$ cat src/rtl/knn_feeder_pkg.sv
// Shared types for the KNN feeder: FSM state encoding, result word layout
// and a counter-width helper.
package knn_feeder_pkg;

    // Sequencer phases, exported on the debug port as-is.
    typedef enum logic [2:0] {
        S_IDLE   = 3'd0,
        S_LOAD_T = 3'd1,
        S_STREAM = 3'd2,
        S_DRAIN  = 3'd3,
        S_READ   = 3'd4,
        S_FIN    = 3'd5
    } state_t;

    localparam int RES_DATA_W = 8;
    localparam int RES_IDX_W  = 4;

    // One result word as carried on the result stream.
    typedef struct packed {
        logic [RES_DATA_W-1:0] data;
        logic [RES_IDX_W-1:0]  tp;
        logic [RES_IDX_W-1:0]  rank;
    } res_word_t;

    // Counter width for a count bound, never narrower than one bit.
    function automatic int cnt_w(input int bound);
        return (bound > 1) ? $clog2(bound) : 1;
    endfunction

endpackage

$ cat src/rtl/knn_feeder_if.sv
// Result stream from the feeder to its consumer.
// Handshake: a word transfers on every rising clock edge where res_valid and
// res_ready are both high; once res_valid is raised, the producer holds
// res_valid, res_data, res_tp and res_rank stable until that transfer, and
// res_valid never waits on res_ready.
interface knn_feeder_if;
    logic       res_valid;
    logic       res_ready;
    logic [7:0] res_data;
    logic [3:0] res_tp;
    logic [3:0] res_rank;

    modport master (
        output res_valid,
        output res_data,
        output res_tp,
        output res_rank,
        input  res_ready
    );

    modport slave (
        input  res_valid,
        input  res_data,
        input  res_tp,
        input  res_rank,
        output res_ready
    );
endinterface

$ cat src/rtl/knn_res_reg.sv
// Single-entry valid/ready output register for result words. A load is only
// issued when the slot is empty or being drained in the same cycle, so the
// held word never changes under backpressure.
module knn_res_reg
    import knn_feeder_pkg::*;
(
    input  logic      clk,
    input  logic      rst,
    input  logic      load,
    input  res_word_t load_word,
    input  logic      ready,
    output logic      valid,
    output res_word_t word
);

    // Fill on load, empty on an accept with no refill, otherwise hold.
    always_ff @(posedge clk or negedge rst) begin
        if (!rst) begin
            valid <= 1'b0;
            word  <= '0;
        end else if (load) begin
            valid <= 1'b1;
            word  <= load_word;
        end else if (valid && ready) begin
            valid <= 1'b0;
            word  <= '0;
        end
    end

endmodule

$ cat src/rtl/knn_feeder.sv
// KNN feeder: for each test point, read it from point memory, stream every
// data point against it into the core, wait out the core's list latency,
// then read the core's result list and emit it on the result stream.
module knn_feeder
    import knn_feeder_pkg::*;
#(
    parameter int DATA_W    = 32,
    parameter int NBR_KNN   = 4,   // 1..16
    parameter int NBR_TESTP = 4,   // 1..16
    parameter int NBR_DATAP = 10,
    parameter int ADDR_W    = 8,
    parameter int DRAIN     = 3    // at least 1
) (
    input  logic              clk,
    input  logic              rst,
    input  logic              start,
    output logic              busy,
    output logic              done,
    output logic [ADDR_W-1:0] mem_addr,
    output logic              mem_rd,
    input  logic [DATA_W-1:0] mem_rdata,
    output logic              core_en,
    output logic              core_valid,
    output logic              core_ready,
    output logic [DATA_W-1:0] core_a,
    output logic [DATA_W-1:0] core_b,
    output logic [3:0]        knn_id,
    input  logic [7:0]        knn_info,
    knn_feeder_if.master      res,
    output state_t            dbg_state
);

    localparam int TP_W = cnt_w(NBR_TESTP);
    // dp runs one past the last data point: the extra STREAM cycle presents
    // the final read's data while no new read is issued.
    localparam int DP_W = cnt_w(NBR_DATAP + 1);
    localparam int DR_W = cnt_w(DRAIN);
    localparam int KN_W = cnt_w(NBR_KNN);

    localparam logic [TP_W-1:0]   TP_LAST  = TP_W'(NBR_TESTP - 1);
    localparam logic [DP_W-1:0]   DP_LAST  = DP_W'(NBR_DATAP);
    localparam logic [DR_W-1:0]   DR_LAST  = DR_W'(DRAIN - 1);
    localparam logic [KN_W-1:0]   KID_LAST = KN_W'(NBR_KNN - 1);
    localparam logic [ADDR_W-1:0] DP_BASE  = ADDR_W'(NBR_TESTP);

    state_t          state, state_n;
    logic [TP_W-1:0] tp, tp_n;
    logic [DP_W-1:0] dp, dp_n;
    logic [DR_W-1:0] dr, dr_n;
    logic [KN_W-1:0] kid, kid_n;   // rank currently held in the result register

    logic      a_load;
    logic      res_load;
    logic      accept;
    logic      res_valid_q;
    res_word_t res_word_q;
    res_word_t load_word;

    assign accept = res_valid_q & res.res_ready;

    // State, counters and the held test point.
    always_ff @(posedge clk or negedge rst) begin
        if (!rst) begin
            state  <= S_IDLE;
            tp     <= '0;
            dp     <= '0;
            dr     <= '0;
            kid    <= '0;
            core_a <= '0;
        end else begin
            state <= state_n;
            tp    <= tp_n;
            dp    <= dp_n;
            dr    <= dr_n;
            kid   <= kid_n;
            if (a_load) begin
                core_a <= mem_rdata;
            end
        end
    end

    // Next-state and counter stepping; also decides when the result register loads.
    always_comb begin
        state_n  = state;
        tp_n     = tp;
        dp_n     = dp;
        dr_n     = dr;
        kid_n    = kid;
        res_load = 1'b0;
        case (state)
            S_IDLE: begin
                if (start) begin
                    state_n = S_LOAD_T;
                    tp_n    = '0;
                end
            end
            S_LOAD_T: begin
                state_n = S_STREAM;
                dp_n    = '0;
            end
            S_STREAM: begin
                if (dp == DP_LAST) begin
                    state_n = S_DRAIN;
                    dp_n    = '0;
                    dr_n    = '0;
                end else begin
                    dp_n = dp + 1'b1;
                end
            end
            S_DRAIN: begin
                // The last drain cycle already fetches rank 0 so READ
                // starts with a valid word.
                if (dr == DR_LAST) begin
                    state_n  = S_READ;
                    dr_n     = '0;
                    kid_n    = '0;
                    res_load = 1'b1;
                end else begin
                    dr_n = dr + 1'b1;
                end
            end
            S_READ: begin
                if (accept) begin
                    if (kid == KID_LAST) begin
                        kid_n = '0;
                        if (tp == TP_LAST) begin
                            state_n = S_FIN;
                            tp_n    = '0;
                        end else begin
                            state_n = S_LOAD_T;
                            tp_n    = tp + 1'b1;
                        end
                    end else begin
                        kid_n    = kid + 1'b1;
                        res_load = 1'b1;
                    end
                end
            end
            S_FIN: begin
                state_n = S_IDLE;
            end
            default: begin
                state_n = S_IDLE;
            end
        endcase
    end

    // Memory, core-side and status outputs decoded from state and counters.
    always_comb begin
        busy       = 1'b0;
        done       = 1'b0;
        mem_rd     = 1'b0;
        mem_addr   = '0;
        core_valid = 1'b0;
        core_ready = 1'b0;
        core_b     = '0;
        knn_id     = '0;
        a_load     = 1'b0;
        case (state)
            S_LOAD_T: begin
                busy     = 1'b1;
                mem_rd   = 1'b1;
                mem_addr = ADDR_W'(tp);
            end
            S_STREAM: begin
                busy   = 1'b1;
                // First STREAM cycle carries the test point read in LOAD_T.
                a_load = (dp == '0);
                if (dp != DP_LAST) begin
                    mem_rd   = 1'b1;
                    mem_addr = DP_BASE + ADDR_W'(dp);
                end
                if (dp != '0) begin
                    core_valid = 1'b1;
                    core_b     = mem_rdata;
                end
                core_ready = (dp == DP_LAST);
            end
            S_DRAIN: begin
                busy = 1'b1;
            end
            S_READ: begin
                busy = 1'b1;
                // Look one rank ahead so the next word is ready on accept.
                if (kid != KID_LAST) begin
                    knn_id = 4'(kid + 1'b1);
                end
            end
            S_FIN: begin
                done = 1'b1;
            end
            default: begin
                busy = 1'b0;
            end
        endcase
    end

    assign core_en   = busy;
    assign dbg_state = state;

    assign load_word = '{data: knn_info, tp: 4'(tp), rank: knn_id};

    knn_res_reg u_res_reg (
        .clk       (clk),
        .rst       (rst),
        .load      (res_load),
        .load_word (load_word),
        .ready     (res.res_ready),
        .valid     (res_valid_q),
        .word      (res_word_q)
    );

    assign res.res_valid = res_valid_q;
    assign res.res_data  = res_word_q.data;
    assign res.res_tp    = res_word_q.tp;
    assign res.res_rank  = res_word_q.rank;

endmodule

$ cat src/flat_wrapper.sv
// flat-port wrapper written by rule: the top's interface ports become plain ports
module knn_feeder_flat import knn_feeder_pkg::*;
#(
    parameter int DATA_W    = 32,
    parameter int NBR_KNN   = 4,           
    parameter int NBR_TESTP = 4,           
    parameter int NBR_DATAP = 10,
    parameter int ADDR_W    = 8,
    parameter int DRAIN     = 3                 
)
  (clk, rst, start, busy, done, mem_addr, mem_rd, mem_rdata, core_en, core_valid, core_ready, core_a, core_b, knn_id, knn_info, dbg_state, res_res_valid, res_res_data, res_res_tp, res_res_rank, res_res_ready);
  knn_feeder_if res_i ();
  input  logic clk;
  input  logic rst;
  input  logic start;
  output logic busy;
  output logic done;
  output logic [ADDR_W-1:0] mem_addr;
  output logic mem_rd;
  input  logic [DATA_W-1:0] mem_rdata;
  output logic core_en;
  output logic core_valid;
  output logic core_ready;
  output logic [DATA_W-1:0] core_a;
  output logic [DATA_W-1:0] core_b;
  output logic [3:0] knn_id;
  input  logic [7:0] knn_info;
  output state_t dbg_state;
  output wire logic [$bits(res_i.res_valid)-1:0] res_res_valid;
  output wire logic [$bits(res_i.res_data)-1:0] res_res_data;
  output wire logic [$bits(res_i.res_tp)-1:0] res_res_tp;
  output wire logic [$bits(res_i.res_rank)-1:0] res_res_rank;
  input wire logic [$bits(res_i.res_ready)-1:0] res_res_ready;
  assign res_res_valid = res_i.res_valid;
  assign res_res_data = res_i.res_data;
  assign res_res_tp = res_i.res_tp;
  assign res_res_rank = res_i.res_rank;
  assign res_i.res_ready = res_res_ready;
  knn_feeder #(.DATA_W(DATA_W), .NBR_KNN(NBR_KNN), .NBR_TESTP(NBR_TESTP), .NBR_DATAP(NBR_DATAP), .ADDR_W(ADDR_W), .DRAIN(DRAIN)) u_core (.clk(clk), .rst(rst), .start(start), .busy(busy), .done(done), .mem_addr(mem_addr), .mem_rd(mem_rd), .mem_rdata(mem_rdata), .core_en(core_en), .core_valid(core_valid), .core_ready(core_ready), .core_a(core_a), .core_b(core_b), .knn_id(knn_id), .knn_info(knn_info), .res(res_i), .dbg_state(dbg_state));
endmodule
$ cat config.mk
export PLATFORM = sky130hd
export DESIGN_NAME = knn_feeder_flat
export DESIGN_NICKNAME = d
export VERILOG_FILES = /design/src/rtl/knn_feeder_pkg.sv /design/src/rtl/knn_feeder_if.sv /design/src/rtl/knn_res_reg.sv /design/src/rtl/knn_feeder.sv /design/src/flat_wrapper.sv
export SDC_FILE = /design/constraint.sdc
export NUM_CORES = 1
export LEC_CHECK = 0
export BUFFER_PORTS_ARGS = -buffer_cell sky130_fd_sc_hd__buf_2
export CAP_MARGIN = 20
export CORE_UTILIZATION = 30
export DETAILED_ROUTE_END_ITERATION = 10
export PLACE_DENSITY_LB_ADDON = 0.12
export SYNTH_ARGS = -nofsm -noshare
export SYNTH_HDL_FRONTEND = slang
export SYNTH_SLANG_ARGS = --single-unit
$ cat constraint.sdc
create_clock -name clk -period 2.3 [get_ports clk]
set_input_delay 0 -clock clk [delete_from_list [all_inputs] [get_ports clk]]
set_output_delay 0 -clock clk [all_outputs]
set_load 0.05 [all_outputs]
==> impl_table.tex <==
\begin{tabular}{lr}
\hline
Metric & Value \\
\hline
\multicolumn{2}{l}{\textbf{STA}} \\
\quad RSZ-0062 raised after global routing & no \\
\quad Time the worst path needs with I/O delays and setup & 2.12 ns \\
\quad Max-slew violations & 0 \\
\quad Highest Clock Rate & 0.472 GHz \\
\quad Number of failing setup endpoints in the final timing report & 0 \\
\quad Final count of hold timing violations & 0 \\
\quad Slew of the pin with the lowest slew margin & 0.736 ns \\
\quad Post-route fraction of the period consumed by the critical path & 0.921 \\
\quad Post-route setup TNS & 0 ns \\
\quad Worst max-slew margin expressed relative to the limit & 0.509 \\
\quad Fin Clk Skew & 0.0143 ns \\
\quad Worst hold margin & 0.0883 ns \\
\multicolumn{2}{l}{\textbf{Yosys}} \\
\quad Sequential element share of the synthesized area & 0.491 \\
\quad Number of warnings printed during yosys synthesis & 0 \\
\quad Number of flops mapped to enable cells by yosys & 0 \\
\quad Most common flop cell mapped by yosys & sky130\_fd\_sc\_hd\_\_dfrtp\_1 \\
\quad Synthesized area per cell & 11.7 sq um \\
\quad Cell area after synthesis & 0.00296 sq mm \\
\quad Distinct cell type count after synthesis & 47 \\
\quad Post-Syn Instances & 253 \\
\quad Register bit total from synthesis & 58 \\
\quad Asr flop ratio synth & 1.00 \\
\multicolumn{2}{l}{\textbf{Die}} \\
\quad Die extent in x & 101 microns \\
\quad Standard-cell rows & 35 \\
\quad Height of the die & 101 microns \\
\quad Effective utilization at floorplan & 0.315 \\
\quad DIE AREA & 0.0103 sq mm \\
\quad IO Pins & 146 \\
\quad Total core area & 0.00937 sq mm \\
\multicolumn{2}{l}{\textbf{Final layout}} \\
\quad Area growth syn-to-layout & 47.3\% \\
\quad Fillers & 881 \\
\quad Antenna cell count & 0 \\
\quad Post-route design area & 0.00436 sq mm \\
\quad Final net count & 483 \\
\quad Fraction of layout instances using a drive strength above 1 & 0.462 \\
\multicolumn{2}{l}{\textbf{Detailed routing}} \\
\quad Total number of vias & 2555 \\
\quad Detailed-route wire length per cell & 13.7 microns \\
\quad DRC viols & 0 \\
\quad Total length of routed wires & 7730 microns \\
\quad Average vias per placed instance & 4.51 \\
\quad Number of nets still failing antenna checks after routing & 0 \\
\quad DRT iter0 DRCs & 57 \\
\quad Number of iterations in the first detailed-routing pass & 4 \\
\multicolumn{2}{l}{\textbf{CTS}} \\
\quad CTS clk-pin slew, worst paths & 0.07 ns \\
\quad H-Tree Level Count & 3 \\
\quad Number of buffers created by CTS & 9 \\
\quad Cell at the root of the clock tree & sky130\_fd\_sc\_hd\_\_clkbuf\_8 \\
\quad Clock insertion delay at the later pin of the skew report & 0.33 ns \\
\quad CTS tree & yes \\
\quad CTS Buffer Depth & 2 \\
\quad Clk sink count & 58 \\
\multicolumn{2}{l}{\textbf{Setup path}} \\
\quad Endpoint class of the critical path & output port \\
\quad Crit path DAT & 2.12 ns \\
\quad Critical path startpoint category & register \\
\quad Critical path fanouts, max & 33 \\
\quad Worst Path Required & 2.30 ns \\
\quad Setup CP Type & register to output port \\
\multicolumn{2}{l}{\textbf{Global route}} \\
\quad Vias in the first global route & 2404 \\
\quad Initial antenna violation count & 0 \\
\quad Wire length of the first global-routing pass & 12100 microns \\
\quad Tot GR Track Use & 0.154 \\
\quad Maximum number of pins on one net before global-route repair & 35 \\
\quad Remaining global-route overflow & 0 \\
\multicolumn{2}{l}{\textbf{Placed design}} \\
\quad Post-placement cell area & 0.00374 sq mm \\
\quad Routability congestion estimate from global placement & 0.777 \\
\quad Number of input and output port buffers inserted & 136 \\
\quad HPWL after detailed placement & 5300 microns \\
\multicolumn{2}{l}{\textbf{Min path}} \\
\quad Hold crit path type & input port to register \\
\multicolumn{2}{l}{\textbf{Job}} \\
\quad Max Cap Violations & 0 \\
\multicolumn{2}{l}{\textbf{Run status}} \\
\quad Status & finished, final reports clean \\
\hline
\end{tabular}
## cell families after synthesis
logic type	synth area share
flops	0.491
fa+ha+maj	0.0212
mux	0.132
simple gates	0.170
other cells	0.00127
buf+inv	0.0647
compound gates	0.116
xor+xnor	0.00296
## final cells by class
class | count | area, sq um | area share
sequential | 58 | 1450 | 0.334
multi-input combinational | 173 | 1360 | 0.312
timing repair buffer | 188 | 1180 | 0.270
tap | 129 | 161 | 0.0371
clock buffer | 11 | 151 | 0.0348
clock inverter | 3 | 40.0 | 0.00919
inverter | 4 | 15.0 | 0.00345
## layer usage
layer,wire (microns),track usage,vias up,share of wire
met5,0,0,-,0
met4,25,0.0468,0,0.0032
met3,498,0.0483,2,0.064
met2,3680,0.258,102,0.48
met1,3530,0.189,1218,0.46
li1,-,-,1233,-
## layout by cell type (no fill, tap or decap), types with 10 or more instances in the layout
cell,Yosys,layout
sky130_fd_sc_hd__nand2_1,11,11
sky130_fd_sc_hd__mux2_2,29,29
sky130_fd_sc_hd__clkbuf_8,0,11
sky130_fd_sc_hd__and2_1,34,34
sky130_fd_sc_hd__dfrtp_1,58,57
sky130_fd_sc_hd__a22o_1,15,15
sky130_fd_sc_hd__buf_4,11,10
sky130_fd_sc_hd__dlygate4sd3_1,0,42
sky130_fd_sc_hd__buf_2,6,136
## path summary, 6_finish.rpt
path	cells after the start	endpoint	slack [ns]	start
max	6	core_b[8]	0.18	u_core.dbg_state[0]
min	3	u_core.tp[1]	0.09	start
max reg2reg	6	u_core.core_a[14]	0.42	u_core.dp[0]
min reg2reg	1	u_core.u_res_reg.word[0]	0.48	u_core.u_res_reg.word[0]
max in group asynchronous	3	u_core.u_res_reg.word[12]	1.33	rst
min in group asynchronous	2	u_core.core_a[28]	0.28	rst
## critical path, cell delays in order, from the launching register on
cell,delay (ns)
sky130_fd_sc_hd__dfrtp_1,0.37
sky130_fd_sc_hd__buf_4,0.17
sky130_fd_sc_hd__or3b_4,0.45
sky130_fd_sc_hd__nor2_2,0.09
sky130_fd_sc_hd__buf_4,0.26
sky130_fd_sc_hd__and2_1,0.18
sky130_fd_sc_hd__buf_2,0.26
## sequential cells by signal (all words and copies together) (netlist names)
register / flops
u_core.core_a: 32
u_core.u_res_reg.word: 12
u_core.dp: 4
u_core.dbg_state: 3
u_core.dr: 2
u_core.kid: 2
u_core.tp: 2
u_core.u_res_reg.valid: 1
## through the flow
stage | cells | util | setup slack [ns]
finish | 566 | 0.465 | 0.181
floorplan | 261 | - | 0.0968
global placement | 510 | 0.399 | 0.397
global route | 566 | 0.465 | 0.0214
detailed placement | 510 | 0.399 | 0.415
CTS | 566 | 0.465 | 0.0511
## Yosys cell counts (3+ instances only)
library cell,instances,area [sq um]
sky130_fd_sc_hd__nand2_1,11,41.3
sky130_fd_sc_hd__ha_1,5,62.6
sky130_fd_sc_hd__clkbuf_1,5,18.8
sky130_fd_sc_hd__and2_1,34,213
sky130_fd_sc_hd__buf_6,4,45.0
sky130_fd_sc_hd__nor2_1,9,33.8
sky130_fd_sc_hd__buf_2,6,30.0
sky130_fd_sc_hd__a32o_1,4,40.0
sky130_fd_sc_hd__buf_4,11,82.6
sky130_fd_sc_hd__o21ai_0,3,15.0
sky130_fd_sc_hd__mux2_2,29,327
sky130_fd_sc_hd__nand2b_1,3,18.8
sky130_fd_sc_hd__mux2_1,4,45.0
sky130_fd_sc_hd__o31ai_1,4,30.0
sky130_fd_sc_hd__dfrtp_1,58,1450
sky130_fd_sc_hd__a21oi_1,4,20.0
sky130_fd_sc_hd__inv_1,4,15.0
sky130_fd_sc_hd__nand3_1,4,20.0
sky130_fd_sc_hd__a22o_1,15,131
## what timing repair did
| item | in CTS | in global routing |
|---|---|---|
| setup buffers | 0 | 0 |
| resized for setup | 0 | 1 |
| endpoints found under the setup margin | 0 | 32 |
| hold buffers | 42 | 0 |
| endpoints found under the hold margin | 73 | 0 |
Power is not shown: default switching activity piles up to over one toggle a cycle in this logic, so the estimate is an artifact.
